File: config.mk
export PLATFORM = sky130hd
export DESIGN_NAME = otter_iobus_responder
export DESIGN_NICKNAME = d
export VERILOG_FILES = /design/src/rtl/otter_iobus_responder.sv
export SDC_FILE = /design/constraint.sdc
export NUM_CORES = 1
export LEC_CHECK = 0
export CAP_MARGIN = 20
export CORE_MARGIN = 1.5
export CORE_UTILIZATION = 56
export DETAILED_ROUTE_END_ITERATION = 6
export PLACE_DENSITY = 0.85
export SYNTH_ARGS = -nofsm -noshare
export SYNTH_HDL_FRONTEND = slang
export SYNTH_SLANG_ARGS = --single-unit
File: constraint.sdc
create_clock -name CLK -period 5.5 [get_ports CLK]
set_input_delay 0.825 -clock CLK [delete_from_list [all_inputs] [get_ports CLK]]
set_output_delay 0.825 -clock CLK [all_outputs]
set_load 0.05 [all_outputs]
File: src/rtl/otter_iobus_responder.sv
// OTTER IO-bus responder: decodes the CPU's IO window and owns the board-facing
// registers. These are synchronized switches, debounced buttons, LED and
// seven-segment output registers, and a compare-match timer with a level interrupt.
// Every output is driven straight from a flop.
module otter_iobus_responder #(
  parameter logic [31:0] BASE_ADDR       = 32'h1100_0000,
  parameter int          DEBOUNCE_CYCLES = 16,
  parameter int          PRESCALE        = 1
) (
  input  logic        CLK,
  input  logic        RST_N,
  input  logic [31:0] IOBUS_ADDR,
  input  logic [31:0] IOBUS_OUT,
  input  logic        IOBUS_WR,
  output logic [31:0] IOBUS_IN,
  input  logic [15:0] SWITCHES,
  input  logic [3:0]  BUTTONS,
  output logic [15:0] LEDS,
  output logic [15:0] SSEG_DATA,
  output logic        TIMER_IRQ
);

  // Word offsets inside the IO window.
  localparam logic [7:0] OFF_SW   = 8'h00;
  localparam logic [7:0] OFF_BTN  = 8'h04;
  localparam logic [7:0] OFF_LED  = 8'h20;
  localparam logic [7:0] OFF_SSEG = 8'h40;
  localparam logic [7:0] OFF_CNT  = 8'h60;
  localparam logic [7:0] OFF_CMP  = 8'h64;
  localparam logic [7:0] OFF_CTRL = 8'h68;

  // The debounce counter only ever needs to reach DEBOUNCE_CYCLES-1.
  localparam int             DCW    = $clog2(DEBOUNCE_CYCLES);
  localparam logic [DCW-1:0] DB_MAX = DCW'(DEBOUNCE_CYCLES - 1);

  // The prescaler counts 0..PRESCALE-1. Use one bit even when PRESCALE is 1.
  localparam int            PW        = (PRESCALE > 1) ? $clog2(PRESCALE) : 1;
  localparam logic [PW-1:0] PRESC_MAX = PW'(PRESCALE - 1);

  // ---------------------------------------------------------------------------
  // Registers
  // ---------------------------------------------------------------------------
  logic [31:0]          r_iobus_in;
  logic [15:0]          r_leds;
  logic [15:0]          r_sseg;
  logic [15:0]          r_sw_meta;
  logic [15:0]          r_sw_sync;
  logic [3:0]           r_btn_meta;
  logic [3:0]           r_btn_sync;
  logic [3:0]           r_btn_db;
  logic [3:0][DCW-1:0]  r_db_cnt;
  logic [31:0]          r_cnt;
  logic [31:0]          r_cmp;
  logic [PW-1:0]        r_presc;
  logic                 r_en;
  logic                 r_irq_en;
  logic                 r_pending;
  logic                 r_irq;

  // ---------------------------------------------------------------------------
  // Decode
  // ---------------------------------------------------------------------------
  logic       w_hit;
  logic [7:0] w_off;
  logic       w_wr_led;
  logic       w_wr_sseg;
  logic       w_wr_cmp;
  logic       w_wr_ctrl;

  assign w_hit = (IOBUS_ADDR[31:8] == BASE_ADDR[31:8]) && (IOBUS_ADDR[1:0] == 2'b00);
  assign w_off = IOBUS_ADDR[7:0];

  // Only the RW offsets have write enables. Writes to RO or unmapped offsets fall through.
  assign w_wr_led  = IOBUS_WR && w_hit && (w_off == OFF_LED);
  assign w_wr_sseg = IOBUS_WR && w_hit && (w_off == OFF_SSEG);
  assign w_wr_cmp  = IOBUS_WR && w_hit && (w_off == OFF_CMP);
  assign w_wr_ctrl = IOBUS_WR && w_hit && (w_off == OFF_CTRL);

  // ---------------------------------------------------------------------------
  // Read mux (registered below, so a same-cycle write is not visible yet)
  // ---------------------------------------------------------------------------
  logic [31:0] w_rd_data;

  // Select read data from the current register contents. Unmapped addresses read 0.
  always_comb begin
    w_rd_data = 32'h0000_0000;
    if (w_hit) begin
      case (w_off)
        OFF_SW:   w_rd_data = {16'h0000, r_sw_sync};
        OFF_BTN:  w_rd_data = {28'h000_0000, r_btn_db};
        OFF_LED:  w_rd_data = {16'h0000, r_leds};
        OFF_SSEG: w_rd_data = {16'h0000, r_sseg};
        OFF_CNT:  w_rd_data = r_cnt;
        OFF_CMP:  w_rd_data = r_cmp;
        OFF_CTRL: w_rd_data = {29'h0000_0000, r_irq_en, r_pending, r_en};
        default:  w_rd_data = 32'h0000_0000;
      endcase
    end else begin
      w_rd_data = 32'h0000_0000;
    end
  end

  // ---------------------------------------------------------------------------
  // Timer next-state
  // ---------------------------------------------------------------------------
  logic          w_tick;
  logic          w_match;
  logic [PW-1:0] w_presc_nxt;
  logic [31:0]   w_cnt_nxt;
  logic [31:0]   w_cmp_nxt;
  logic          w_en_nxt;
  logic          w_irq_en_nxt;
  logic          w_pending_nxt;

  assign w_tick  = r_en && (r_presc == PRESC_MAX);
  assign w_match = w_tick && (r_cnt == r_cmp);

  // Compute the next timer state. A CMP write restarts counting.
  // A match takes priority over a W1C clear of pending on the same edge.
  always_comb begin
    w_presc_nxt   = r_presc;
    w_cnt_nxt     = r_cnt;
    w_cmp_nxt     = r_cmp;
    w_en_nxt      = r_en;
    w_irq_en_nxt  = r_irq_en;
    w_pending_nxt = r_pending;

    if (r_en) begin
      if (w_tick) begin
        w_presc_nxt = '0;
      end else begin
        w_presc_nxt = r_presc + PW'(1'b1);
      end
    end else begin
      w_presc_nxt = r_presc;
    end

    if (w_match) begin
      w_cnt_nxt     = 32'h0000_0000;
      w_pending_nxt = 1'b1;
    end else if (w_tick) begin
      w_cnt_nxt = r_cnt + 32'd1;
    end else begin
      w_cnt_nxt = r_cnt;
    end

    if (w_wr_cmp) begin
      w_cmp_nxt   = IOBUS_OUT;
      w_cnt_nxt   = 32'h0000_0000;
      w_presc_nxt = '0;
    end else begin
      w_cmp_nxt = r_cmp;
    end

    if (w_wr_ctrl) begin
      w_en_nxt     = IOBUS_OUT[0];
      w_irq_en_nxt = IOBUS_OUT[2];
      if (IOBUS_OUT[1] && !w_match) begin
        w_pending_nxt = 1'b0;
      end else begin
        w_pending_nxt = w_pending_nxt;
      end
    end else begin
      w_en_nxt     = r_en;
      w_irq_en_nxt = r_irq_en;
    end
  end

  // ---------------------------------------------------------------------------
  // Sequential logic
  // ---------------------------------------------------------------------------

  // Register the bus read data and the LED and seven-segment output registers.
  always_ff @(posedge CLK or negedge RST_N) begin
    if (!RST_N) begin
      r_iobus_in <= 32'h0000_0000;
      r_leds     <= 16'h0000;
      r_sseg     <= 16'h0000;
    end else begin
      r_iobus_in <= w_rd_data;
      if (w_wr_led) begin
        r_leds <= IOBUS_OUT[15:0];
      end
      if (w_wr_sseg) begin
        r_sseg <= IOBUS_OUT[15:0];
      end
    end
  end

  // Pass switches and buttons through two-flop synchronizers.
  always_ff @(posedge CLK or negedge RST_N) begin
    if (!RST_N) begin
      r_sw_meta  <= 16'h0000;
      r_sw_sync  <= 16'h0000;
      r_btn_meta <= 4'h0;
      r_btn_sync <= 4'h0;
    end else begin
      r_sw_meta  <= SWITCHES;
      r_sw_sync  <= r_sw_meta;
      r_btn_meta <= BUTTONS;
      r_btn_sync <= r_btn_meta;
    end
  end

  // Debounce each button on its own. A differing level must persist for
  // DEBOUNCE_CYCLES edges before it is accepted. Any return to the accepted level restarts the count.
  always_ff @(posedge CLK or negedge RST_N) begin
    if (!RST_N) begin
      r_btn_db <= 4'h0;
      r_db_cnt <= '0;
    end else begin
      for (int i = 0; i < 4; i++) begin
        if (r_btn_sync[i] != r_btn_db[i]) begin
          if (r_db_cnt[i] == DB_MAX) begin
            r_btn_db[i] <= r_btn_sync[i];
            r_db_cnt[i] <= '0;
          end else begin
            r_db_cnt[i] <= r_db_cnt[i] + DCW'(1'b1);
          end
        end else begin
          r_db_cnt[i] <= '0;
        end
      end
    end
  end

  // Timer state. The interrupt is registered from the next pending and
  // irq_en values, so it moves on the same edge as pending.
  always_ff @(posedge CLK or negedge RST_N) begin
    if (!RST_N) begin
      r_presc   <= '0;
      r_cnt     <= 32'h0000_0000;
      r_cmp     <= 32'h0000_0000;
      r_en      <= 1'b0;
      r_irq_en  <= 1'b0;
      r_pending <= 1'b0;
      r_irq     <= 1'b0;
    end else begin
      r_presc   <= w_presc_nxt;
      r_cnt     <= w_cnt_nxt;
      r_cmp     <= w_cmp_nxt;
      r_en      <= w_en_nxt;
      r_irq_en  <= w_irq_en_nxt;
      r_pending <= w_pending_nxt;
      r_irq     <= w_pending_nxt & w_irq_en_nxt;
    end
  end

  assign IOBUS_IN  = r_iobus_in;
  assign LEDS      = r_leds;
  assign SSEG_DATA = r_sseg;
  assign TIMER_IRQ = r_irq;

endmodule
==> key figures, run 1 <==
Worst setup path
  • CP Capture Type: flip-flop
  • CP delay by family, top: simple AND/OR/NAND/NOR gates
  • Reg2reg setup slack: 2.97 ns
  • Kind of critical path: in2reg
  • Critical-path cell list: clkdlybuf4s50_1 > or3_1 > nor3_1 > and2_1 > a22oi_1 > a21oi_1
  • R2R depth: 6
  • Slowest stage delay, CP: 0.71 ns
  • Worst Path Buf+Inv: 1
  • Worst EP arrival: 3.50 ns
  • Req. time, crit path: 5.86 ns
  • CP max-delay cell: and2_1
  • Critical Path Start Type: input port
  • Worst-path fanout max: 15
  • Crit path depth: 6

Power and ir drop
  • Pwr Density: 260 nW/um^2
  • Leak: 4.80 nW
  • Worst IR drop on VDD: 0.000245 V
  • Total Power: 2.72 mW

Clock tree
  • Clock Pin Slew Worst Setup and Hold Paths: 0.07 ns
  • Clock Tree Buf Depth: 2
  • Post-CTS sizing: 0
  • Worst-skew pair later-pin latency: 0.44 ns
  • Num CTS Buffers: 17
  • CTS sink cnt: 193
  • Root buffer cell: clkbuf_16
  • TritonCTS clock tree: built
  • Hold Buf Count CTS: 0
  • Post-CTS Setup Bufs: 0
  • H-tree levels: 4

Timing
  • Worst Tran Pin Value: 0.794 ns
  • Relative slew slack: 46.8%
  • Setup violators final: 0
  • Tmin final: 3.15 ns
  • RSZ-0062 raised after global routing: false
  • Achievable Freq: 318 MHz
  • Max Transition Viols Final: 0
  • Hold Violations, Final: 0
  • Final setup TNS: 0 ns
  • Setup Skew: 0.00558 ns
  • Final period util: 57.2%

Hold path
  • Min-delay worst type: reg2reg
  • Hold Crit Depth: 0

Synth
  • Synth cell types: 50
  • Synth async-reset ratio: 100%
  • Syn Inst Count: 671
  • Syn Area/Cell: 12.3 sq um
  • Register area share after synthesis: 58.6%
  • Count of flip-flops with a built-in enable after synthesis: 0
  • Main flop type after synthesis: dfrtp_1
  • Post-synthesis register bit count: 193
  • Synth warn: 0
  • Synth cell count leaders: dfrtp_1, nor2_1, xor2_1
  • Top-count cell post-synth: dfrtp_1
  • Most area-consuming cells after synthesis: dfrtp_1, mux2_1, xor2_1
  • Cell accounting for the most synthesized area: dfrtp_1
  • Synthesized area: 8240 sq um
  • Syn nets: 763
  • Synth top area share: 58.6%

Detailed routing
  • Routed Antenna Nets: 0
  • Wire per inst: 19.9 um
  • Vias after detailed routing: 6105
  • DR iter-0 viols: 594
  • Total wire length: 20000 um
  • DRT Pass-1 Iters: 7
  • Post-route DRC: 5
  • Vias per cell: 6.06

Layout
  • Post-route cell area: 10500 sq um
  • Area growth syn-to-layout: 26.9%
  • Filler cells: 935
  • Antenna Diode Count: 0
  • Final Non-Filler Cells: 1007
  • Fin nets: 903
  • Proportion of layout cells with a drive suffix above 1: 9.11%

GRT
  • Antenna violations before repair: 0
  • Vias in the first global route: 6272
  • Largest net degree at the start of global routing: 90
  • First-pass GRT wire length: 32800 um
  • Overall routing resource usage: 27.0%
  • Grt ovf: 0

Floorplan
  • # rows: 44
  • # IOs: 152
  • Initial Util: 57.1%
  • Die H: 124 um
  • DIE WIDTH: 124 um
  • Core area: 14400 sq um
  • Die area: 15400 sq um

Placed design
  • Routability Congestion: 0.849
  • Placed Instances: 976
  • Detailed placer's ending HPWL: 14100 um
  • Placed Area: 9920 sq um
  • IO Port Bufs: 151

Run status
  • Failing checks: DRC
  • Status: finished, violations left

Flow run
  • Max Cap Violations: 0
-- layout make-up --
| type | instances | area (sq um) | share of cell area, % |
|---|---|---|---|
| Timing Repair Buffer | 159 | 1600 | 15.3 |
| Clock buffer | 18 | 439 | 4.20 |
| Multi-Input combinational cell | 431 | 3220 | 30.8 |
| Clock inverter | 13 | 103 | 0.981 |
| Tap cell | 184 | 230 | 2.20 |
| Inverter | 9 | 33.8 | 0.323 |
| Sequential cell | 193 | 4830 | 46.2 |
-- cells by family (layout without fill, tap and decap cells) --
kind of cell | Yosys count | in the layout | synth area share, %
AO/OA/AOI/OAI | 95 | 95 | 8.20
flip-flops | 193 | 193 | 58.6
XOR/XNOR | 69 | 69 | 7.33
AND/OR/NAND/NOR | 192 | 192 | 13.0
multiplexers | 70 | 70 | 9.55
adder cells (fa/ha/maj) | 5 | 5 | 0.759
buffers and inverters | 47 | 199 | 2.55
-- sequential cells by signal, summed over array words and instances, names as in the netlist, 4 cells and up --
register    flops
r_cnt          32
r_sw_meta      16
r_btn_db        4
LEDS           16
r_btn_sync      4
r_sw_sync      16
IOBUS_IN       32
r_cmp          32
r_btn_meta      4
SSEG_DATA      16
r_db_cnt       16
-- final timing paths --
check                                    from      endpoint
worst max-delay path            IOBUS_ADDR[3]  IOBUS_IN[13]
worst min-delay path             r_sw_meta[1]  r_sw_sync[1]
worst max register to register      r_cnt[19]     r_cnt[29]
worst min register to register   r_sw_meta[1]  r_sw_sync[1]
max in group asynchronous               RST_N  r_db_cnt[12]
min in group asynchronous               RST_N     r_cmp[30]
-- worst reg2reg max path, delay by kind of cell (launching register included) --
kind	cells	cell delay [ns]
and+or+nand+nor	3	0.88
AOI/OAI and AO/OA	1	0.63
DFF	1	0.47
buffers and inverters	1	0.25
xor gates and xnor gates	1	0.20
-- cells in the final DEF (no fill, tap or decap), types with 2 or more instances in the layout --
master,n
nand3_2,2
xor2_1,51
nor2b_1,7
clkbuf_16,17
inv_6,5
nor3_1,5
and3_1,9
nor2_4,2
inv_1,9
clkinv_2,3
mux2_1,46
nand4b_1,6
buf_4,6
a22o_1,3
a31oi_1,3
nor3b_1,5
clkdlybuf4s50_1,150
clkbuf_8,2
clkinv_4,2
a222oi_1,13
a22oi_1,38
or3_1,2
nand2_1,22
nor4_1,17
nand4_1,18
or4_1,4
clkinvlp_4,2
nand3_1,15
dfrtp_1,193
mux2_2,23
a21oi_1,23
nor2_1,59
ha_1,5
xnor2_1,18
and2_1,5
o21ai_0,7
and4_1,3
-- power breakdown --
| part | internal [mW] | switching, mW |
|---|---|---|
| Sequential | 1.44 | 0.0137 |
| Combinational | 0.0682 | 0.0574 |
| Clock | 0.596 | 0.539 |
-- layer usage --
layer,vias to the layer above,track usage (%),part of all wire (%)
li1,2706,-,-
met2,276,43.3,49
met1,3082,35.4,41
met3,41,7.26,7.3
met5,-,0,0
met4,0,10.5,2.6
-- stage by stage --
stage / worst slack (ns) / utilization (%) / hold WS [ns]
2_1_floorplan: 2.79 / - / 0.331
5_1_grt: 2.19 / 72.5 / 0.357
3_5_place_dp: 2.05 / 68.7 / 0.336
4_1_cts: 2.40 / 72.5 / 0.351
3_3_place_gp: 2.09 / 68.4 / 0.332
6_report: 2.35 / 72.5 / 0.351
Note: power is estimated with default switching activity, not from simulation.
==> inputs of run 2 (changes only) <==
--- a/config.mk
+++ b/config.mk
@@ -7,9 +7,9 @@
 export LEC_CHECK = 0
 export CAP_MARGIN = 20
 export CORE_MARGIN = 1.5
-export CORE_UTILIZATION = 56
+export CORE_UTILIZATION = 52
 export DETAILED_ROUTE_END_ITERATION = 6
-export PLACE_DENSITY = 0.85
+export PLACE_DENSITY = 0.79
 export SYNTH_ARGS = -nofsm -noshare
 export SYNTH_HDL_FRONTEND = slang
 export SYNTH_SLANG_ARGS = --single-unit
==> constraint.sdc (replaced) <==
create_clock -name CLK -period 3.15 [get_ports CLK]
set_input_delay 0.4725 -clock CLK [delete_from_list [all_inputs] [get_ports CLK]]
set_output_delay 0.4725 -clock CLK [all_outputs]
set_load 0.05 [all_outputs]
==> run 2 against run 1 <==
Net effect: the run now ends clean; die area grew 7.5%; core utilization decreased by 3.3 points; final cell count increased by 3.4%; worst setup slack lost 1.7 ns; clock power up 90%; hold slack got worse by 0.26 ns; first-iteration DRC count fell by 9.9%; sequential share of layout area decreased by 0.60 points; via count down 2.6%; critical endpoint is now SSEG_DATA[14]; largest cell class unchanged; largest power group unchanged; highest routed layer unchanged.
==> key figures, run 2 (synthesized netlist as in run 1, its figures left out) <==
Layout
  • Proportion of layout cells with a drive suffix above 1: 9.76%
  • Fin nets: 909
  • Antenna Diode Count: 0
  • Filler cells: 1133
  • Most frequent cells in the layout: dfrtp_1, clkdlybuf4s50_1, nor2_1
  • Most common cell after layout, fill and taps aside: dfrtp_1
  • Area growth syn-to-layout: 28.6%

Placed design
  • Detailed placer's ending HPWL: 13700 um
  • IO Port Bufs: 151
  • Pre-CTS WS: 0.218 ns
  • Routability Congestion: 0.837

Clock tree
  • Root buffer cell: clkbuf_16
  • Hold Buf Count CTS: 0
  • Worst-skew pair later-pin latency: 0.44 ns
  • Post-CTS Setup Bufs: 0
  • H-tree levels: 4
  • Post-CTS sizing: 0
  • Clock Pin Slew Worst Setup and Hold Paths: 0.07 ns
  • CTS sink cnt: 193
  • TritonCTS clock tree: built
  • Num CTS Buffers: 17
  • Clock Tree Buf Depth: 2

Hold path
  • Min-delay worst type: in2async

Detailed routing
  • Total wire length: 19600 um
  • Vias after detailed routing: 5948
  • Post-route DRC: 0
  • Routed Antenna Nets: 0
  • Vias per cell: 5.71
  • DRT Pass-1 Iters: 5
  • Wire per inst: 18.8 um
  • DR iter-0 viols: 535

Worst setup path
  • Slowest stage delay, CP: 0.54 ns
  • CP max-delay cell: or4_4
  • Worst EP arrival: 2.80 ns
  • CP delay by family, top: simple AND/OR/NAND/NOR gates
  • Critical Path Start Type: input port
  • CP Capture Type: flip-flop
  • Worst-path fanout max: 16
  • Worst setup path startpoint: IOBUS_ADDR[12]
  • Kind of critical path: in2reg
  • Req. time, crit path: 3.46 ns
  • Worst Path Buf+Inv: 2
  • Critical-path cell list: clkdlybuf4s50_1 > or4_4 > nor4_4 > nand3_2 > nor2_4 > buf_4 > mux2_2
  • R2r startpoint: r_cnt[11]

Floorplan
  • # rows: 45
  • Die H: 129 um
  • Core area: 15300 sq um
  • DIE WIDTH: 129 um
  • # IOs: 152
  • Die area: 16600 sq um
  • Initial Util: 53.8%

GRT
  • Vias in the first global route: 6161
  • Overall routing resource usage: 25.2%
  • Grt ovf: 0
  • Largest net degree at the start of global routing: 97
  • First-pass GRT wire length: 32000 um
  • Antenna violations before repair: 0

Timing
  • RSZ-0062 raised after global routing: false
  • Final setup TNS: 0 ns
  • Max Transition Viols Final: 0
  • Setup Skew: 0.0110 ns
  • Final period util: 78.9%
  • Setup slack after layout: 0.664 ns
  • Worst Tran Pin Value: 0.809 ns
  • Setup violators final: 0
  • Relative slew slack: 45.8%
  • Tmin final: 2.49 ns
  • Hold Violations, Final: 0
  • Achievable Freq: 402 MHz

Power and ir drop
  • Leak: 4.84 nW
  • Pwr Density: 465 nW/um^2
  • Worst IR drop on VDD: 0.000428 V

Flow run
  • Max Cap Violations: 0

Run status
  • Status: finished, final reports clean
## run 2: cell types whose count changed in the layout (fill, tap and decap cells not counted), sizes merged
| cell | delta |
|---|---|
| buf | +6 |
| clkinv | -3 |
| clkinvlp | +3 |
| bufinv | +2 |
| inv | -2 |
| clkbuf | +1 |
## run 2: metrics by stage
step	utilization [%]	hold WS (ns)	cell area [sq um]	instances	total power, mW
2_1_floorplan	-	0.177	8240	671	2.62
3_3_place_gp	65.2	0.332	9980	1008	2.80
3_5_place_dp	65.2	0.335	9980	1008	2.81
4_1_cts	69.1	0.132	10600	1040	4.97
5_1_grt	69.2	0.159	10600	1041	5.10
6_report	69.2	0.0948	10600	1041	4.93
## run 2: where the power goes
group	internal (mW)	switching, mW
Combinational	0.122	0.101
Clock	1.21	0.965
Sequential	2.52	0.0220
## run 2: path summary, 6_finish.rpt
path,endpoint,slack [ns],cells past startpoint
setup / recovery,SSEG_DATA[14],0.66,7
hold / removal,r_cmp[25],0.09,1
setup reg to reg,r_cnt[11],0.77,6
hold reg to reg,r_sw_sync[10],0.35,0
max in group asynchronous,IOBUS_IN[2],2.19,2
min in group CLK,r_sw_sync[10],0.35,0
## run 2: layout make-up
| type | count | area [sq um] | area share (%) |
|---|---|---|---|
| well taps | 211 | 264 | 2.49 |
| repair buffers | 165 | 1650 | 15.6 |
| flip-flops and latches | 193 | 4830 | 45.6 |
| clock buffers | 19 | 443 | 4.18 |
| multi-input cells | 431 | 3220 | 30.4 |
| inverters | 9 | 33.8 | 0.319 |
| clock inverters | 13 | 153 | 1.44 |
## run 2: metal layers
layer / routed length [um] / GRT usage (%) / vias to the layer above
li1: - / - / 2720
met1: 8330 / 33.3 / 3013
met2: 9920 / 41.5 / 198
met3: 1150 / 6.74 / 17
met4: 205 / 7.07 / 0
met5: 0 / 0 / -
==> inputs of run 3 (changes only) <==
==> constraint.sdc (replaced) <==
create_clock -name CLK -period 2.55 [get_ports CLK]
set_input_delay 0.3825 -clock CLK [delete_from_list [all_inputs] [get_ports CLK]]
set_output_delay 0.3825 -clock CLK [all_outputs]
set_load 0.05 [all_outputs]
==> run 3 against run 2 <==
Net effect: count of clock-buffer cells in the layout did not move; sequential share of layout area is 1.0 points lower; worst setup slack got worse by 0.35 ns; critical path type is now reg2reg; critical path depth down 1; final cell count rose by 1.7%; hold slack gained 0.26 ns.
==> key figures, run 3 (synthesized netlist as in run 1, its figures left out) <==
Worst setup path
  • Critical-path cell list: xor2_1 > nor4_1 > nand4_1 > o31ai_4 > buf_12 > nor2_1
  • Req. time, crit path: 2.88 ns
  • Slowest stage delay, CP: 0.52 ns
  • Reg2reg setup slack: 0.31 ns
  • CP max-delay cell: nor4_1
  • Worst-path fanout max: 16
  • Worst EP arrival: 2.57 ns
  • R2R depth: 6
  • Critical Path Start Type: flip-flop
  • Crit Reg-Reg Endpoint: r_cnt[10]
  • R2r startpoint: r_cnt[19]
  • CP Capture Type: flip-flop
  • Kind of critical path: reg2reg

Clock tree
  • TritonCTS clock tree: built
  • Clock Pin Slew Worst Setup and Hold Paths: 0.07 ns
  • Hold Buf Count CTS: 1
  • Root buffer cell: clkbuf_16
  • Clock Tree Buf Depth: 2
  • CTS sink cnt: 193
  • Num CTS Buffers: 17
  • H-tree levels: 4
  • Worst-skew pair later-pin latency: 0.44 ns
  • Post-CTS sizing: 0
  • Post-CTS Setup Bufs: 0

Timing
  • Setup Skew: 0.00951 ns
  • Setup slack after layout: 0.311 ns
  • Final setup TNS: 0 ns
  • Relative slew slack: 54.8%
  • Worst Tran Pin Value: 0.676 ns
  • RSZ-0062 raised after global routing: false
  • Min Hold Slack: 0.351 ns
  • Tmin final: 2.24 ns
  • Final period util: 87.8%
  • Max Transition Viols Final: 0
  • Achievable Freq: 447 MHz
  • Setup violators final: 0
  • Hold Violations, Final: 0

Placed design
  • IO Port Bufs: 151
  • Detailed placer's ending HPWL: 14400 um
  • Placed Area: 10200 sq um
  • Placed Instances: 1026
  • Routability Congestion: 0.868
  • Pre-CTS WS: -0.118 ns

Layout
  • Area growth syn-to-layout: 31.5%
  • Most frequent cells in the layout: dfrtp_1, clkdlybuf4s50_1, nor2_1
  • Final Non-Filler Cells: 1059
  • Register area: 4830 sq um
  • Final core occ: 70.8%
  • Area of the multi-input gates: 3220 sq um
  • Most common cell after layout, fill and taps aside: dfrtp_1
  • Proportion of layout cells with a drive suffix above 1: 11.6%
  • Filler cells: 1124
  • Antenna Diode Count: 0
  • Fin nets: 927
  • Post-route cell area: 10800 sq um

Hold path
  • Hold EP: r_sw_sync[10]
  • Min-delay worst type: reg2reg
  • Hold Crit Depth: 0
  • Hold_sp: r_sw_meta[10]

Floorplan
  • # IOs: 152
  • Core area: 15300 sq um
  • Die H: 129 um
  • DIE WIDTH: 129 um
  • Die area: 16600 sq um
  • # rows: 45
  • Initial Util: 53.8%

Detailed routing
  • DRT Pass-1 Iters: 5
  • Routed Antenna Nets: 0
  • Wire per inst: 19.2 um
  • Post-route DRC: 0
  • Vias per cell: 5.70
  • Total wire length: 20400 um
  • Vias after detailed routing: 6035
  • DR iter-0 viols: 580

Power and ir drop
  • Leak: 4.98 nW
  • Pwr Density: 569 nW/um^2
  • Total Power: 6.16 mW
  • Worst IR drop on VDD: 0.000494 V

GRT
  • Grt ovf: 0
  • Vias in the first global route: 6318
  • Antenna violations before repair: 0
  • First-pass GRT wire length: 32900 um
  • Largest net degree at the start of global routing: 68
  • Overall routing resource usage: 26.1%

Flow run
  • Max Cap Violations: 0

Run status
  • Status: finished, final reports clean
==> run 3: changes by cell type in the layout (fill, tap and decap cells not counted), sizes merged <==
cell         previous run  this run
clkinvlp                5         1
buf                    14        31
dlygate4sd3             0         1
inv                    13        17
==> run 3: how the worst max path moves through the flow <==
stage                               from   endpoint  slack, ns  cells after the start
after global routing           r_cnt[12]  r_cnt[10]       0.26                      6
after CTS                      r_cnt[11]  r_cnt[10]       0.30                      6
after detailed placement  IOBUS_ADDR[12]   LEDS[14]      -0.12                      7
after floorplan           IOBUS_ADDR[12]   LEDS[10]       0.28                      6
after global placement    IOBUS_ADDR[12]    LEDS[5]      -0.08                      7
final                          r_cnt[19]  r_cnt[10]       0.31                      6
==> run 3: final cells by class <==
cell class | instances | area share [%]
Sequential cell | 193 | 44.6
Multi-Input combinational cell | 431 | 29.7
Timing Repair Buffer | 183 | 17.4
Clock buffer | 19 | 4.09
Tap cell | 211 | 2.44
Clock inverter | 13 | 1.50
Inverter | 9 | 0.312
==> run 3: power breakdown <==
group / internal [mW] / switching (mW)
Combinational: 0.159 / 0.129
Sequential: 3.11 / 0.0282
Clock: 1.51 / 1.23
Total: 4.78 / 1.39
==> run 3: routing by layer <==
layer  vias to the layer above  global-route usage [%]  wire [um]
met4                         0                    9.25        376
met3                        33                    6.32       1200
met5                         -                       0          0
met1                      3053                    33.6       8580
met2                       201                    43.4      10200
li1                       2748                       -          -
==> run 3: critical path, delay by kind of cell, from the launching register on <==
kind | cells | cell delay [ns]
simple gates | 3 | 0.91
xor+xnor | 1 | 0.20
buf+inv | 1 | 0.19
flops | 1 | 0.47
compound gates | 1 | 0.36
